===== src/rtl/clk_gate_ctrl_pkg.sv =====
// Shared definitions for the activity-based clock-gate enable controller.
package clk_gate_ctrl_pkg;

    typedef enum logic [1:0] {
        ST_OFF   = 2'b00,
        ST_WAKE  = 2'b01,
        ST_ON    = 2'b10,
        ST_SLEEP = 2'b11
    } gate_state_e;

    localparam int CNT_W_DEFAULT = 16;
    // Both internal timers are sized for the widest terminal count (IDLE_CYCLES up to 255).
    localparam int TIMER_W = 8;

endpackage


===== src/rtl/clk_gate_ctrl_idle_timer.sv =====
// Clearable up-counter with a terminal-compare flag; used as wake and idle timer.
module idle_timer
    import clk_gate_ctrl_pkg::*;
#(
    parameter int W = TIMER_W
) (
    input  logic         clk_i,
    input  logic         rst_ni,
    input  logic         clr_i,
    input  logic         inc_i,
    input  logic [W-1:0] term_i,
    output logic         hit_o
);

    logic [W-1:0] cnt_q;
    logic [W-1:0] cnt_d;

    always_comb begin
        cnt_d = cnt_q;
        if (clr_i) begin
            cnt_d = '0;
        end else if (inc_i) begin
            cnt_d = cnt_q + W'(1);
        end
    end

    always_ff @(posedge clk_i or negedge rst_ni) begin
        if (!rst_ni) begin
            cnt_q <= '0;
        end else begin
            cnt_q <= cnt_d;
        end
    end

    assign hit_o = (cnt_q == term_i);

endmodule


===== src/rtl/clk_gate_ctrl.sv =====
// Enable controller for a latch-based clock gate: wake/ready handshake, idle
// timeout with a one-cycle ready-drop warning, and a saturating gated-cycle count.
module clk_gate_ctrl
    import clk_gate_ctrl_pkg::*;
#(
    parameter int IDLE_CYCLES = 4,
    parameter int WAKE_CYCLES = 2,
    parameter int CNT_W       = CNT_W_DEFAULT
) (
    input  logic             CLK,
    input  logic             RST,
    input  logic             WAKE_REQ,
    input  logic             BUSY,
    input  logic             FORCE_ON,
    output logic             CLK_EN,
    output logic             CLK_READY,
    output logic [CNT_W-1:0] GATED_CNT,
    output logic [1:0]       STATE
);

    localparam logic [TIMER_W-1:0] IDLE_TERM = TIMER_W'(IDLE_CYCLES - 1);
    localparam logic [TIMER_W-1:0] WAKE_TERM = TIMER_W'(WAKE_CYCLES - 1);
    localparam logic [CNT_W-1:0]   CNT_ONE   = CNT_W'(1);

    gate_state_e      state_q, state_d;
    logic             clk_en_q, clk_ready_q;
    logic [CNT_W-1:0] gated_cnt_q, gated_cnt_d;

    logic idle_s;
    logic wake_hit, idle_hit;
    logic wake_clr, wake_inc;
    logic idle_clr, idle_inc;

    assign idle_s = !WAKE_REQ && !BUSY && !FORCE_ON;

    // Wake timer sits at zero outside WAKE, so it starts from 0 on every entry.
    assign wake_clr = (state_q != ST_WAKE);
    assign wake_inc = (state_q == ST_WAKE);
    assign idle_clr = (state_q != ST_ON) || !idle_s;
    assign idle_inc = (state_q == ST_ON) && idle_s && !idle_hit;

    idle_timer #(.W(TIMER_W)) u_wake_timer (
        .clk_i  (CLK),
        .rst_ni (RST),
        .clr_i  (wake_clr),
        .inc_i  (wake_inc),
        .term_i (WAKE_TERM),
        .hit_o  (wake_hit)
    );

    idle_timer #(.W(TIMER_W)) u_idle_timer (
        .clk_i  (CLK),
        .rst_ni (RST),
        .clr_i  (idle_clr),
        .inc_i  (idle_inc),
        .term_i (IDLE_TERM),
        .hit_o  (idle_hit)
    );

    always_comb begin
        state_d = state_q;
        case (state_q)
            ST_OFF:   if (WAKE_REQ || FORCE_ON) state_d = ST_WAKE;
            ST_WAKE:  if (wake_hit) state_d = ST_ON;
            ST_ON:    if (idle_s && idle_hit) state_d = ST_SLEEP;
            ST_SLEEP: state_d = idle_s ? ST_OFF : ST_ON;
            default:  state_d = ST_OFF;
        endcase
    end

    always_comb begin
        gated_cnt_d = gated_cnt_q;
        if ((state_d == ST_OFF) && (gated_cnt_q != '1)) begin
            gated_cnt_d = gated_cnt_q + CNT_ONE;
        end
    end

    // Enable and ready are decoded ahead of the register so the gate cell sees a bare flop.
    always_ff @(posedge CLK or negedge RST) begin
        if (!RST) begin
            state_q     <= ST_OFF;
            clk_en_q    <= 1'b0;
            clk_ready_q <= 1'b0;
            gated_cnt_q <= '0;
        end else begin
            state_q     <= state_d;
            clk_en_q    <= (state_d != ST_OFF);
            clk_ready_q <= (state_d == ST_ON);
            gated_cnt_q <= gated_cnt_d;
        end
    end

    assign CLK_EN    = clk_en_q;
    assign CLK_READY = clk_ready_q;
    assign GATED_CNT = gated_cnt_q;
    assign STATE     = state_q;

endmodule

===== config.mk =====
export PLATFORM = sky130hd
export DESIGN_NAME = clk_gate_ctrl
export DESIGN_NICKNAME = d
export VERILOG_FILES = /design/src/rtl/clk_gate_ctrl_pkg.sv /design/src/rtl/clk_gate_ctrl_idle_timer.sv /design/src/rtl/clk_gate_ctrl.sv
export SDC_FILE = /design/constraint.sdc
export NUM_CORES = 1
export LEC_CHECK = 0
export BUFFER_PORTS_ARGS = -buffer_cell sky130_fd_sc_hd__clkbuf_2
export CAP_MARGIN = 40
export CORE_MARGIN = 8
export CORE_UTILIZATION = 48
export CTS_CLUSTER_SIZE = 14
export DETAILED_ROUTE_END_ITERATION = 7
export MAX_ROUTING_LAYER = met4
export PLACE_DENSITY = 0.69
export SYNTH_ARGS = -nofsm -noshare
export SYNTH_HDL_FRONTEND = slang
export SYNTH_SLANG_ARGS = --single-unit

===== constraint.sdc =====
create_clock -name CLK -period 2.27 [get_ports CLK]
set_input_delay 0.1135 -clock CLK [delete_from_list [all_inputs] [get_ports CLK]]
set_output_delay 0.1135 -clock CLK [all_outputs]
set_load 0.02 [all_outputs]

# Word level (Yosys, flattened, before mapping)
# Cells that the tools add are included.
# totals
reg_bits	36
in_bits	5
output_inout_bits	20
elab_cells	45
# classes
n_reduce_logical	18
mux	9
addsub	3
eq_ne	9
# ops
cell	count
$mux W8	4
$add A16 B1 Y16 const B	1
$add A8 B1 Y8 const B	2
$ne A16 B16 Y1 const B	1
$eq A8 B1 Y1 const B	1
$eq A8 B2 Y1 const B	1
$mux W2	4
$pmux W2 S4	1
$eq A2 B2 Y1 const B	3
$logic_and A1 B1 Y1	6
$reduce_bool A2 Y1	3
$logic_not A1 Y1	5
$logic_not A2 Y1	2
$eq A2 B1 Y1 const B	1
$logic_or A1 B1 Y1	2
$ne A2 B1 Y1 const B	1
$ne A2 B2 Y1 const B	1

# Longest topological paths before layout
# depth
word_depth	8
depth_mapped	5
mapped_depth_nobuf	5

# By module
# A second synthesis with hierarchy kept.
# hier_totals
cells_unflattened	195
hier_area_um2	2031.9
# by_module_without_submodules
mod	cells_each	seq_area_each_um2	area_each_um2	instances
clk_gate_ctrl	97	500.5	1078.5	1
idle_timer	49	200.2	476.7	2

# Worst setup path before layout
# Ideal clock, no wire load.
# synth_timing
path_type	reg-to-reg
startpoint	register gated_cnt_q[0] (netlist: GATED_CNT[0])
endpoint	register gated_cnt_q[1] (netlist: GATED_CNT[1])
n_path_buf	0
path_slack_ns	0.487
synth_period_minus_slack_ns	1.783
path_stages_with_launch	6
required_time_ns	2.145
arrival_time_ns	1.658
setup_time_ns	0.125
path_cell_list	dfrtp_1 -> ha_1 -> nand3_1 -> nor3_4 -> a21oi_2 -> mux2_4
# synth_via
elab_chain_len	2
word_cells_on_any_way	3
cone_classes	add/sub: 1; eq/ne: 1; reduce/logical: 1
# synth_lines
item	line	source
from (decl)	clk_gate_ctrl.sv:27	logic [CNT_W-1:0] gated_cnt_q, gated_cnt_d;
from (signal assigned)	clk_gate_ctrl.sv:89	gated_cnt_q <= gated_cnt_d;
branches (longest 2 deep; another with $add A16 B1 Y16)	-	
# Several ways; the timed one is not identified.
# A chain may end at the register's enable or synchronous reset.

# Final worst setup path
# layout_timing
startpoint	register gated_cnt_q[1] (netlist: GATED_CNT[1])
endpoint	register gated_cnt_q[1] (netlist: GATED_CNT[1])
# The elaborated chain is that of the path after synthesis.

==> summary.txt <==
Critical path
  • Category of the worst setup path capture point: flop
  • Slowest cell delay on critical path: 0.43 ns
  • Worst endpoint required time: 2.44 ns
  • Cell class contributing the biggest share of worst-path delay: simple AND/OR/NAND/NOR gates
  • CP max FO: 8
  • CP max stage cell: sky130_fd_sc_hd__dfrtp_1
  • Startpoint type of the worst setup path: flop
  • Critical Path AT: 2.00 ns
  • R2R setup slack: 0.44 ns
  • CP Buf/Inv Count: 0
  • List of cells traversed by the critical path: ha_1 > nand3_1 > nor3_4 > a21oi_2 > mux2_4
  • Type of the worst setup path: flop to flop

Placed design
  • Routability congestion estimate from global placement: 0.831
  • Post-detailed-placement cell area: 1980 um2
  • Post-Place Cells: 231
  • Input/output buffers: 24
  • Detailed placement HPWL: 2.55 mm

Cells and area
  • Relative area change from synthesis to final layout: 15.7%
  • Sequential cell area: 901 um2
  • Share of post-route cells with drive strength above 1: 23.6%
  • Diodes inserted: 0
  • Filler-free cell count of the finished design: 239
  • Area of combinational cells with multiple inputs: 860 um2
  • Post-route cell area: 2090 um2
  • Number of nets in the finished design: 200
  • Count of filler cells inserted in the layout: 336

Synth
  • Most numerous cell in the Yosys netlist: sky130_fd_sc_hd__dfrtp_1
  • Total number of yosys warnings: 0
  • Portion of the post-synthesis area used by sequential elements: 49.9%
  • Largest cells by area after synthesis: sky130_fd_sc_hd__dfrtp_1 50%, sky130_fd_sc_hd__xor2_1 9.7%, sky130_fd_sc_hd__nand3_1 3.9%
  • Post-synthesis async set-or-reset flop share: 100%
  • Syn Nets: 171
  • Number of enable-type register cells in the synthesized netlist: 0
  • Synthesized netlist cell count: 162
  • Number of distinct library cells after synthesis: 34
  • Most used flip-flop cell after synthesis: sky130_fd_sc_hd__dfrtp_1
  • Avg Cell Area, Syn: 11.1 um2
  • Synth Cell Area: 1810 um2
  • Seq cells post-synth: 36
  • Cell accounting for the most synthesized area: sky130_fd_sc_hd__dfrtp_1
  • List of most frequent post-synthesis cells: 36 x sky130_fd_sc_hd__dfrtp_1, 20 x sky130_fd_sc_hd__xor2_1, 17 x sky130_fd_sc_hd__nor2_1, 14 x sky130_fd_sc_hd__nand3_1, 7 x sky130_fd_sc_hd__nand2_1
  • Share of the synthesized area in the top cell type: 49.9%

Die
  • Initial Utilization: 49.7%
  • Core ar.: 3630 um2
  • Top Ports: 25
  • Area of the die: 5980 um2
  • Chip height: 77.3 um
  • Width of the die: 77.3 um
  • FP Rows: 22

Pwr
  • Worst IR drop on VDD: 0.000483 V
  • Leak Pwr: 0.990 nW
  • Power density cells: 762 nW/um2
  • Overall power consumption: 1.59 mW

Global route
  • Via count of the first global-routing pass: 1351
  • Number of antenna violations at the first check in global routing: 0
  • Global router's overall resource usage: 13.0%
  • Pin count of the biggest net entering global routing: 21
  • Wire length of the first global-routing pass: 6.11 mm
  • Total congestion overflow: 0

Detailed routing
  • Met3 wire length: 144 um
  • Drc violations: 0
  • Violation count after the first detailed-routing iteration: 69
  • Met2 Wirelength: 1.69 mm
  • Number of search-and-repair iterations in the first detailed-routing pass: 5
  • Routed Antenna Nets: 0
  • Top layer in use: met4
  • Via/cell ratio: 5.48
  • Drt total wl: 3.46 mm
  • Vias after detailed routing: 1310
  • Average wire length per cell after detail routing: 14.5 um
  • Met1 routed wirelength after detailed routing: 1.57 mm

Timing
  • Hold slack: 0.141 ns
  • Minimum period implied by the final worst setup slack: 1.83 ns
  • Number of endpoints failing setup at the final stage: 0
  • Worst-case clock skew: 0.00635 ns
  • Final period util: 80.8%
  • Final Max Slew Viols: 0
  • Total negative slack: 0 ns
  • Max frequency: 545 MHz
  • Number of failing hold endpoints at the final stage: 0
  • Tightest Pin Transition: 0.773 ns
  • Remaining max-slew budget at the tightest pin: 48.5%
  • Setup repair after global routing missed its margin: no

CTS
  • H-tree lvl count: 2
  • Post-CTS setup buffers: 0
  • Sinks on Clock Net: 36
  • Clock slew at reported path FFs: 0.07 ns
  • Post-cts gate resize count: 0
  • TritonCTS buffer count: 5
  • Clock Path Buffers: 2
  • Worst-skew pair later-pin latency: 0.29 ns
  • Root buffer cell: sky130_fd_sc_hd__clkbuf_8
  • Clock tree from TritonCTS: done

Hold path
  • Hold Path Class: primary input to flop

Run
  • Max Cap Violations: 0

Status
  • Result of the run: finished clean
## where the power goes
group          internal, mW  switching [mW]  leakage, nW
combinational         0.126           0.198        0.465
clock                 0.270           0.217       0.0503
sequential            0.704          0.0787        0.475
## stage by stage
step / util (%) / worst slack (ns)
after floorplan: - / 0.487
after global placement: 53.8 / 0.504
after detailed placement: 54.6 / 0.465
after CTS: 57.5 / 0.451
after global routing: 57.5 / 0.317
final: 57.5 / 0.435
## registers in the layout, summed over array words and instances, names as in the netlist
register and cells:
u_idle_timer.cnt_q 8, CLK_EN 1, STATE 2, u_wake_timer.cnt_q 8, GATED_CNT 16, CLK_READY 1
## placed cells by master (no fill, tap or decap)
master                          count
sky130_fd_sc_hd__and2_4             1
sky130_fd_sc_hd__mux2_4             1
sky130_fd_sc_hd__and3b_1            1
sky130_fd_sc_hd__nand2b_1           3
sky130_fd_sc_hd__and4_4             1
sky130_fd_sc_hd__nand4_1            3
sky130_fd_sc_hd__nor4_2             3
sky130_fd_sc_hd__nor4_1             2
sky130_fd_sc_hd__nand2_1            7
sky130_fd_sc_hd__nor3_1             2
sky130_fd_sc_hd__nor4b_1            5
sky130_fd_sc_hd__xnor2_1            6
sky130_fd_sc_hd__a2111oi_4          1
sky130_fd_sc_hd__nor2b_1            2
sky130_fd_sc_hd__mux2_2             1
sky130_fd_sc_hd__a21oi_1            5
sky130_fd_sc_hd__inv_1              4
sky130_fd_sc_hd__a2bb2oi_1          1
sky130_fd_sc_hd__a21oi_2            1
sky130_fd_sc_hd__nor2_2             1
sky130_fd_sc_hd__dlygate4sd3_1      1
sky130_fd_sc_hd__a211oi_1           5
sky130_fd_sc_hd__clkbuf_8           7
sky130_fd_sc_hd__nor2_1            17
sky130_fd_sc_hd__and4_1             2
sky130_fd_sc_hd__o21ai_2            1
sky130_fd_sc_hd__and3_1             5
sky130_fd_sc_hd__xor2_1            20
sky130_fd_sc_hd__nor4b_2            1
sky130_fd_sc_hd__a2111oi_1          1
sky130_fd_sc_hd__ha_1               4
sky130_fd_sc_hd__nor3_4             1
sky130_fd_sc_hd__dfrtp_1           36
sky130_fd_sc_hd__buf_16             1
sky130_fd_sc_hd__clkbuf_2          24
sky130_fd_sc_hd__nand3_1           14
## what timing repair did
action,4_1_cts,5_1_grt
hold buffers,1,0
endpoints found under the setup margin,0,0
endpoints found under the hold margin,16,0
## worst paths after layout
kind,startpoint,endpoint,cells past startpoint
max,GATED_CNT[1],GATED_CNT[1],5
max reg2reg,GATED_CNT[1],GATED_CNT[1],5
min reg2reg,u_wake_timer.cnt_q[0],u_wake_timer.cnt_q[0],1
min in group asynchronous,RST,u_wake_timer.cnt_q[3],2
min,BUSY,STATE[0],3
max in group asynchronous,RST,GATED_CNT[7],3
## routing by layer
metal | GRT usage [%] | up-vias
met2 | 20.8 | 28
met1 | 14.1 | 646
li1 | - | 631
met5 | - | -
met4 | 6.23 | 0
met3 | 4.61 | 5
## layout make-up
class,count,area share (%)
clock buffer,7,4.61
timing repair buffer,26,7.54
multi-input combinational,118,41.1
sequential,36,43.1
tap,48,2.87
inverter,4,0.719
## worst reg2reg max path: stages (launching register included)
cell and delay, ns:
sky130_fd_sc_hd__dfrtp_1 0.43, sky130_fd_sc_hd__ha_1 0.21, sky130_fd_sc_hd__nand3_1 0.25, sky130_fd_sc_hd__nor3_4 0.38
sky130_fd_sc_hd__a21oi_2 0.13, sky130_fd_sc_hd__mux2_4 0.33
## kinds of logic (layout without fill, tap and decap cells)
logic type,after synthesis,after routing,share of synthesized area (%)
AO/OA/AOI/OAI,15,15,7.00
XOR/XNOR,26,26,12.6
adder cells (fa/ha/maj),4,4,2.77
flip-flops,36,36,49.9
buffers and inverters,8,37,2.49
AND/OR/NAND/NOR,71,71,23.8
multiplexers,2,2,1.46
Note: power is estimated with default switching activity, not from simulation.
